`src/rtl/debug_reg_writer.sv`:
```
// Debug register-file writer.
// Queues debug write requests in a small FIFO and merges them into the
// register-file write port. The pipeline writeback always has priority.
// A head entry that is blocked for too long raises stall_req so the
// pipeline can be frozen long enough for the entry to drain.
module debug_reg_writer #(
  parameter int DEPTH  = 4,
  parameter int STARVE = 8
) (
  input  logic        clk,
  input  logic        rst_n,
  input  logic        dbg_wr_valid,
  output logic        dbg_wr_ready,
  input  logic [4:0]  dbg_wr_addr,
  input  logic [31:0] dbg_wr_data,
  input  logic        wb_we,
  input  logic [4:0]  wb_addr,
  input  logic [31:0] wb_data,
  output logic        rf_we,
  output logic [4:0]  rf_addr,
  output logic [31:0] rf_data,
  output logic        stall_req,
  output logic        busy,
  output logic [15:0] dbg_wr_cnt
);

  localparam int AW = (DEPTH > 1) ? $clog2(DEPTH) : 1;
  localparam int WW = $clog2(STARVE + 1);
  localparam logic [AW:0]   LP_FULL   = (AW + 1)'(DEPTH);
  localparam logic [WW-1:0] LP_STARVE = WW'(STARVE);

  logic [36:0]   r_mem [DEPTH];
  logic [AW-1:0] r_wptr;
  logic [AW-1:0] r_rptr;
  logic [AW:0]   r_count;
  logic [WW-1:0] r_wait;
  logic          r_stall;
  logic          r_busy;
  logic [15:0]   r_cnt;

  logic          w_wb_active;
  logic          w_empty;
  logic          w_push;
  logic          w_pop;
  logic [36:0]   w_head;
  logic [AW:0]   w_count_nxt;
  logic [WW-1:0] w_wait_nxt;

  // Ready is a pure function of registered occupancy: no push-through when full.
  assign dbg_wr_ready = (r_count != LP_FULL);
  assign w_wb_active  = wb_we && (wb_addr != 5'd0);
  assign w_empty      = (r_count == '0);
  assign w_head       = r_mem[r_rptr];
  // Writes to x0 are accepted but dropped here, never enqueued.
  assign w_push       = dbg_wr_valid && dbg_wr_ready && (dbg_wr_addr != 5'd0);
  assign w_pop        = !w_wb_active && !w_empty;

  assign stall_req  = r_stall;
  assign busy       = r_busy;
  assign dbg_wr_cnt = r_cnt;

  // Register-file port mux: writeback first, then FIFO head, else idle zeros.
  always_comb begin
    rf_we   = 1'b0;
    rf_addr = 5'd0;
    rf_data = 32'd0;
    if (w_wb_active) begin
      rf_we   = wb_we;
      rf_addr = wb_addr;
      rf_data = wb_data;
    end else if (!w_empty) begin
      rf_we   = 1'b1;
      rf_addr = w_head[36:32];
      rf_data = w_head[31:0];
    end
  end

  // Next occupancy and next wait-counter value.
  always_comb begin
    w_count_nxt = r_count;
    if (w_push && !w_pop)
      w_count_nxt = r_count + 1'b1;
    else if (!w_push && w_pop)
      w_count_nxt = r_count - 1'b1;

    w_wait_nxt = r_wait;
    if (w_empty || w_pop)
      w_wait_nxt = '0;
    else if (w_wb_active && (r_wait != LP_STARVE))
      w_wait_nxt = r_wait + 1'b1;
  end

  // Control state: pointers, occupancy, starvation tracking, status, counter.
  always_ff @(posedge clk or negedge rst_n) begin
    if (!rst_n) begin
      r_wptr  <= '0;
      r_rptr  <= '0;
      r_count <= '0;
      r_wait  <= '0;
      r_stall <= 1'b0;
      r_busy  <= 1'b0;
      r_cnt   <= 16'd0;
    end else begin
      if (w_push) r_wptr <= r_wptr + 1'b1;
      if (w_pop)  r_rptr <= r_rptr + 1'b1;
      r_count <= w_count_nxt;
      r_wait  <= w_wait_nxt;
      r_stall <= (w_wait_nxt == LP_STARVE);
      r_busy  <= (w_count_nxt != '0);
      if (w_pop && (r_cnt != 16'hFFFF))
        r_cnt <= r_cnt + 16'd1;
    end
  end

  // FIFO storage: data only, no reset needed since occupancy guards reads.
  always_ff @(posedge clk) begin
    if (w_push)
      r_mem[r_wptr] <= {dbg_wr_addr, dbg_wr_data};
  end

endmodule

```
`config.mk`:
```
export PLATFORM = sky130hd
export DESIGN_NAME = debug_reg_writer
export DESIGN_NICKNAME = d
export VERILOG_FILES = /design/src/rtl/debug_reg_writer.sv
export SDC_FILE = /design/constraint.sdc
export NUM_CORES = 1
export LEC_CHECK = 0
export BUFFER_PORTS_ARGS = -buffer_cell sky130_fd_sc_hd__buf_2
export CAP_MARGIN = 25
export CORE_ASPECT_RATIO = 0.8
export CORE_MARGIN = 2
export CORE_UTILIZATION = 56
export CTS_CLUSTER_SIZE = 20
export DETAILED_ROUTE_END_ITERATION = 8
export GPL_TIMING_DRIVEN = 0
export PLACE_DENSITY = 0.86
export SLEW_MARGIN = 20
export SYNTH_ARGS = -nofsm -noshare
export SYNTH_HDL_FRONTEND = slang
export SYNTH_SLANG_ARGS = --single-unit
```
`constraint.sdc`:
```
create_clock -name clk -period 2.8 [get_ports clk]
set_input_delay 0.28 -clock clk [delete_from_list [all_inputs] [get_ports clk]]
set_output_delay 0.28 -clock clk [all_outputs]
set_load 0.005 [all_outputs]
```
==> run_results.csv, run 1 <==
group,metric,value,unit
status,run_status,"complete, no violations",
logic_synthesis,synth_cell_types,44,
detailed_routing,drt-wirelength-per-cell,19.3,µm
power_and_ir_drop,pwr_density_cell,958,nW/µm²
cts,cts_max_level,4,
sta,final-hold-violation-count,0,
power_and_ir_drop,power.leakage,0.00352,µW
detailed_routing,via_per_inst,5.66,
critical_path,cp_data_required_time,2.52,ns
power_and_ir_drop,switching_power,2550,µW
sta,fin_crit,2.62,ns
power_and_ir_drop,clkPwrFrac,0.275,
global_route,grt_overflow_total,0,
logic_synthesis,post_synth.cell_area_avg,16.1,µm²
sta,fin_ws,0.180,ns
cts,cts_root_buf,"clkbuf_16",
critical_path,path_max_fanout,10,
power_and_ir_drop,power,8620,µW
final_layout,area_growth,21.4,%
cts,tritoncts,"done",
die,start_util,0.574,
final_layout,drive_gt1_frac,0.363,
logic_synthesis,synth_top_flop_cell,"edfxtp_1",
power_and_ir_drop,vdd_drop_max,0.579,mV
run,max_cap_violations,0,
global_route,grt_pass1_wl,25.1,mm
global_route,grt_pass1_vias,4806,
die,io_pins,135,
cts,clk_pin_slew,0.06,ns
final_layout,multi_input_area,2130,µm²
critical_path,path_cells,"clkbuf_1 -> buf_2 -> mux4_2 -> nand3_1 -> nand2_1 -> buf_2",
cts,clock_latency,0.42,ns
die,row_count,37,
placement,placed_cell_area,8400,µm²
detailed_routing,dr_total_vias,4545,
final_layout,seq_area,5170,µm²
critical_path,critPathCaptureType,"output port",
logic_synthesis,ys_ff_latch,177,
sta,holdWs,0.0704,ns
critical_path,slowest_delay,0.50,ns
logic_synthesis,synth_area_leaders,"edfxtp_1 60%, mux4_2 11%, dfrtp_1 9.8%",
logic_synthesis,yosys.area.top_type_share,0.599,
logic_synthesis,synth_edf_count,148,
cts,cts_setup_buffers,0,
critical_path,critical_path.startpoint_type,"flip-flop",
die,die_h,107,µm
final_layout,final_cell_mix,"148 x edfxtp_1, 136 x buf_2, 80 x nand2_1, 38 x nand3_1, 37 x mux4_2",
global_route,grt_max_degree,30,
critical_path,arrival,2.34,ns
logic_synthesis,syn_nets,548,
final_layout,nFillCells,826,
sta,finalSetupViolations,0,
critical_path,ff2ff_path_depth,6,
detailed_routing,route.detailed.drc,0,
placement,numPortBuffers,133,
global_route,antenna_found_initial,1,
final_layout,fin_area,9000,µm²
cts,clock_sinks,177,
critical_path,cp_common_cell,"buf_2",
final_layout,antennaDiodeCount,0,
detailed_routing,drtIter0Drc,341,
power_and_ir_drop,switching_share,0.295,
logic_synthesis,synthesis.area,7420,µm²
sta,clock_skew,0.00758,ns
sta,max_clock_freq,382,MHz
sta,period_share,0.936,
cts,cts_buffers,17,
logic_synthesis,ys_seq_area_frac,0.697,
logic_synthesis,synthArstFlopShare,0.164,
sta,rsz0062_at_grt,"no",
sta,maxSlewHeadroom,0.524,
detailed_routing,ant_nets,0,
cts,clockBufferDepth,2,
min_path,hold_depth,1,
logic_synthesis,yosysTopAreaCell,"edfxtp_1",
final_layout,nets,705,
sta,tns,0,ns
power_and_ir_drop,power_frac_comb,0.301,
global_route,grt_usage,0.235,
min_path,hp-class,"input port to flip-flop",
power_and_ir_drop,seqPwrFrac,0.424,
die,dieArea,14200,µm²
detailed_routing,wirelength,15.5,mm
critical_path,timing.rr.end,"r_mem[0][25]",
critical_path,rrSetupSlack,0.44,ns
critical_path,path_class,"flip-flop to output port",
detailed_routing,dr.pass1.iters,5,
die,die_w,133,µm
final_layout,final_common_cell,"edfxtp_1",
critical_path,crit_end,"rf_data[14]",
logic_synthesis,yosysWarnings,0,
power_and_ir_drop,p_int,6080,µW
placement,hpwl,10.7,mm
placement,gp_congestion,0.833,
critical_path,worstReg2RegStart,"r_count[0]",
logic_synthesis,synth_cells,460,
critical_path,cp_slowest_cell,"clkbuf_1",
die,coreArea,12900,µm²
critical_path,critPathLaunch,"r_rptr[1]",
placement,post-place-ws,0.284,ns
sta,worst-slew-pin-transition,0.712,ns
sta,drv_slew,0,
==> power groups by stage <==
stage,clock network (µW),registers [µW],logic (µW)
detailed placement,0,3710,2620
global placement,0,3680,2440
CTS,2400,3660,2630
finish,2370,3660,2590
floorplan,0,3650,1730
global route,2500,3700,2850
==> registers in the layout, indices dropped and copies added, names as in the netlist <==
signal / count
dbg_wr_cnt: 16
busy: 1
r_rptr: 2
r_mem: 148
r_count: 3
r_wait: 4
r_wptr: 2
stall_req: 1
==> worst max-delay path, delay by kind of cell, from the launching register on <==
kind                   cells  cell delay (ns)
and+or+nand+nor            2             0.21
DFF                        1             0.34
buffers and inverters      3             1.02
muxes                      1             0.35
==> final cells by class <==
cell class | instances | area share
sequential | 177 | 0.574
multi-input combinational | 255 | 0.237
timing repair buffer | 138 | 0.0848
clock buffer | 18 | 0.0477
tap | 175 | 0.0243
clock inverter | 12 | 0.0176
buffer | 22 | 0.0119
inverter | 6 | 0.00250
==> metal layers <==
metal,share of wire,track usage,vias to the layer above
met5,0,0,-
met4,0.0073,0.0722,0
met3,0.068,0.0600,8
met2,0.51,0.395,177
met1,0.41,0.305,2278
li1,-,-,2082
==> synthesized netlist by cell type, types with 6 or more instances <==
library cell,instances
edfxtp_1,148
nand2_1,80
nand3_1,38
mux4_2,37
dfrtp_1,29
xnor2_1,16
clkbuf_1,12
ha_1,10
nor2_1,8
nand4_1,7
and2_1,6
buf_1,6
inv_1,6
==> worst min path at each step <==
stage	to	start	slack, ns
2_1_floorplan	busy	rst_n	-0.02
3_3_place_gp	dbg_wr_cnt[2]	rst_n	0.33
3_5_place_dp	dbg_wr_cnt[3]	rst_n	0.34
4_1_cts	r_mem[0][3]	dbg_wr_data[3]	0.05
5_1_grt	r_mem[0][8]	dbg_wr_data[8]	0.07
6_report	r_mem[3][3]	dbg_wr_data[3]	0.07
==> timing repair <==
action / 4_1_cts / 5_1_grt
pin swaps: 0 / 0
endpoints found under the hold margin: 29 / 0
hold buffers: 1 / 0
setup endpoints to repair: 19 / 30
resized for setup: 2 / 11
==> metrics by stage <==
stage | std cells | util
final | 803 | 0.697
after global routing | 803 | 0.697
after CTS | 803 | 0.697
after detailed placement | 772 | 0.650
after global placement | 768 | 0.643
after floorplan | 460 | -
==> cell families (layout without fill, tap and decap cells) <==
kind of cell    after synthesis  count (layout)  synth area share
mux                          41              41             0.118
flops                       177             177             0.697
fa+ha+maj                    10              10            0.0169
simple gates                159             159             0.103
buf+inv                      28             196            0.0160
compound gates               24              24            0.0246
xor+xnor                     21              21            0.0248
Power figures use the tool's default switching activity.
==> inputs of run 2 (changes only) <==
- CELL_PAD_IN_SITES_DETAIL_PLACEMENT: not set -> 0
- CELL_PAD_IN_SITES_GLOBAL_PLACEMENT: not set -> 1
- CORE_UTILIZATION: 56 -> 46
- PLACE_DENSITY: 0.86 -> 0.85
==> run 2 against run 1 <==
  * Power down 0.68%
  * Fmax fell by 0.12%
  * Cell area is 0.39% higher
  * Clock skew shrank 0.00076 ns
  * Sequential power about the same
  * First-iteration DRC count is 10% lower
  * Global-route usage down 4.2 points
  * Sequential share of layout area fell by 0.22 points
  * Sequential cell count is the same
  * Utilization shrank 13 points
  * Non-clock buffer count decreased by 1
==> run_results.csv, run 2 (synthesis results as in run 1) <==
group,metric,value,unit
status,run_status,"complete, no violations",
final_layout,drive_gt1_frac,0.364,
final_layout,fin_area,9040,µm²
critical_path,ff2ff_path_depth,6,
detailed_routing,drtIter0Drc,307,
final_layout,largest_reg_flops,148,
global_route,grt_usage,0.193,
critical_path,cp_slowest_cell,"mux4_2",
cts,cts_buffers,17,
sta,clock_skew,0.00682,ns
critical_path,path_class,"flip-flop to output port",
final_layout,final_common_cell,"edfxtp_1",
die,die_h,118,µm
placement,gp_congestion,0.797,
min_path,min_from,"dbg_wr_data[19]",
global_route,grt_max_degree,30,
critical_path,critPathCaptureType,"output port",
critical_path,slowest_delay,0.52,ns
critical_path,timing.rr.end,"r_mem[1][31]",
placement,numPortBuffers,133,
final_layout,regMostFlops,"r_mem",
detailed_routing,routed.top_layer,"met5",
placement,hpwl,10.6,mm
min_path,hold_depth,1,
final_layout,area_growth,21.9,%
global_route,antenna_found_initial,2,
min_path,hp-class,"input port to flip-flop",
cts,cts_max_level,4,
detailed_routing,via_per_inst,5.30,
sta,worst-slew-pin-transition,0.671,ns
detailed_routing,met1Wirelength,6.83,mm
cts,clock_sinks,177,
detailed_routing,wl_met3,1.10,mm
sta,drv_slew,0,
detailed_routing,ant_nets,0,
power_and_ir_drop,power.leakage,0.00351,µW
sta,fin_ws,0.177,ns
critical_path,critical_path.startpoint_type,"flip-flop",
detailed_routing,dr.pass1.iters,5,
global_route,grt_pass1_wl,25.3,mm
sta,max_clock_freq,381,MHz
power_and_ir_drop,vdd_drop_max,0.530,mV
detailed_routing,route.detailed.drc,0,
cts,cts_root_buf,"clkbuf_16",
critical_path,path_max_fanout,10,
cts,clk_pin_slew,0.07,ns
sta,fin_crit,2.62,ns
global_route,grt_overflow_total,0,
die,row_count,41,
critical_path,path_cells,"buf_2 -> clkbuf_4 -> mux4_2 -> nand3_1 -> nand2_1 -> buf_2",
placement,placed_cell_area,8450,µm²
detailed_routing,wirelength,15.8,mm
sta,maxSlewHeadroom,0.552,
die,coreArea,15800,µm²
die,io_pins,135,
cts,clockBufferDepth,2,
final_layout,nets,704,
cts,clock_latency,0.42,ns
final_layout,final_cell_mix,"148 x edfxtp_1, 136 x buf_2, 80 x nand2_1, 38 x nand3_1, 37 x mux4_2",
cts,tritoncts,"done",
detailed_routing,drt-wirelength-per-cell,18.7,µm
placement,post-place-ws,0.237,ns
critical_path,rrSetupSlack,0.41,ns
sta,final-hold-violation-count,0,
critical_path,cp_common_cell,"buf_2",
die,start_util,0.470,
critical_path,arrival,2.34,ns
min_path,hold_end,"r_mem[2][19]",
power_and_ir_drop,pwr_density_cell,948,nW/µm²
detailed_routing,wl_met2,7.70,mm
detailed_routing,dr_total_vias,4476,
die,die_w,146,µm
die,dieArea,17200,µm²
critical_path,worstReg2RegStart,"r_count[0]",
critical_path,cp_data_required_time,2.52,ns
power_and_ir_drop,power,8570,µW
sta,period_share,0.937,
sta,finalSetupViolations,0,
run,max_cap_violations,0,
global_route,grt_pass1_vias,4748,
[run 2: worst max path at each step]
stage	startpoint	endpoint	slack [ns]	cells past startpoint
after CTS	r_rptr[0]	rf_data[16]	0.01	5
after detailed placement	wb_addr[1]	rf_data[27]	0.24	7
after floorplan	r_count[0]	r_mem[0][0]	0.40	5
after global routing	r_rptr[0]	rf_data[30]	-0.01	6
final	r_rptr[0]	rf_data[27]	0.18	6
after global placement	r_count[0]	r_mem[0][17]	-0.42	5
[run 2: cell type report]
type / count / area (µm²)
diodes: 1 / 2.50
flip-flops and latches: 177 / 5170
inverters: 6 / 22.5
repair buffers: 138 / 763
clock buffers: 18 / 429
well taps: 215 / 269
multi-input cells: 255 / 2130
clock inverters: 14 / 145
fillers: 1294 / 6760
plain buffers: 21 / 104
[run 2: report_power, final]
group	switching (µW)	internal, µW	leakage (µW)
clock	1040	1260	0.000279
combinational	1390	1240	0.00151
sequential	207	3440	0.00172
[run 2: metal layers]
metal / GRT usage / up-vias
met5: 0 / -
met4: 0.0534 / 2
met3: 0.0543 / 17
met2: 0.320 / 160
met1: 0.252 / 2225
li1: - / 2072
[run 2: critical path: cells and delay by family (launching register included)]
kind          cells  cell delay (ns)
flops             1             0.38
mux               1             0.52
buf+inv           3             0.84
simple gates      2             0.18
[run 2: metrics by stage]
step                setup TNS (ns)  hold WS, ns   util  instances
global placement            -60.37        0.347  0.529        808
CTS                              0       0.0523  0.572        845
global route               -0.0104       0.0513  0.572        844
detailed placement               0        0.360  0.535        812
floorplan                        0      -0.0156      -        460
finish                           0       0.0713  0.572        845
[run 2: repair_timing]
item | CTS | global route
setup endpoints to repair | 20 | 30
hold buffers | 1 | 0
gates resized for setup | 4 | 7
buffers inserted | 0 | 0
hold endpoints to repair | 29 | 0
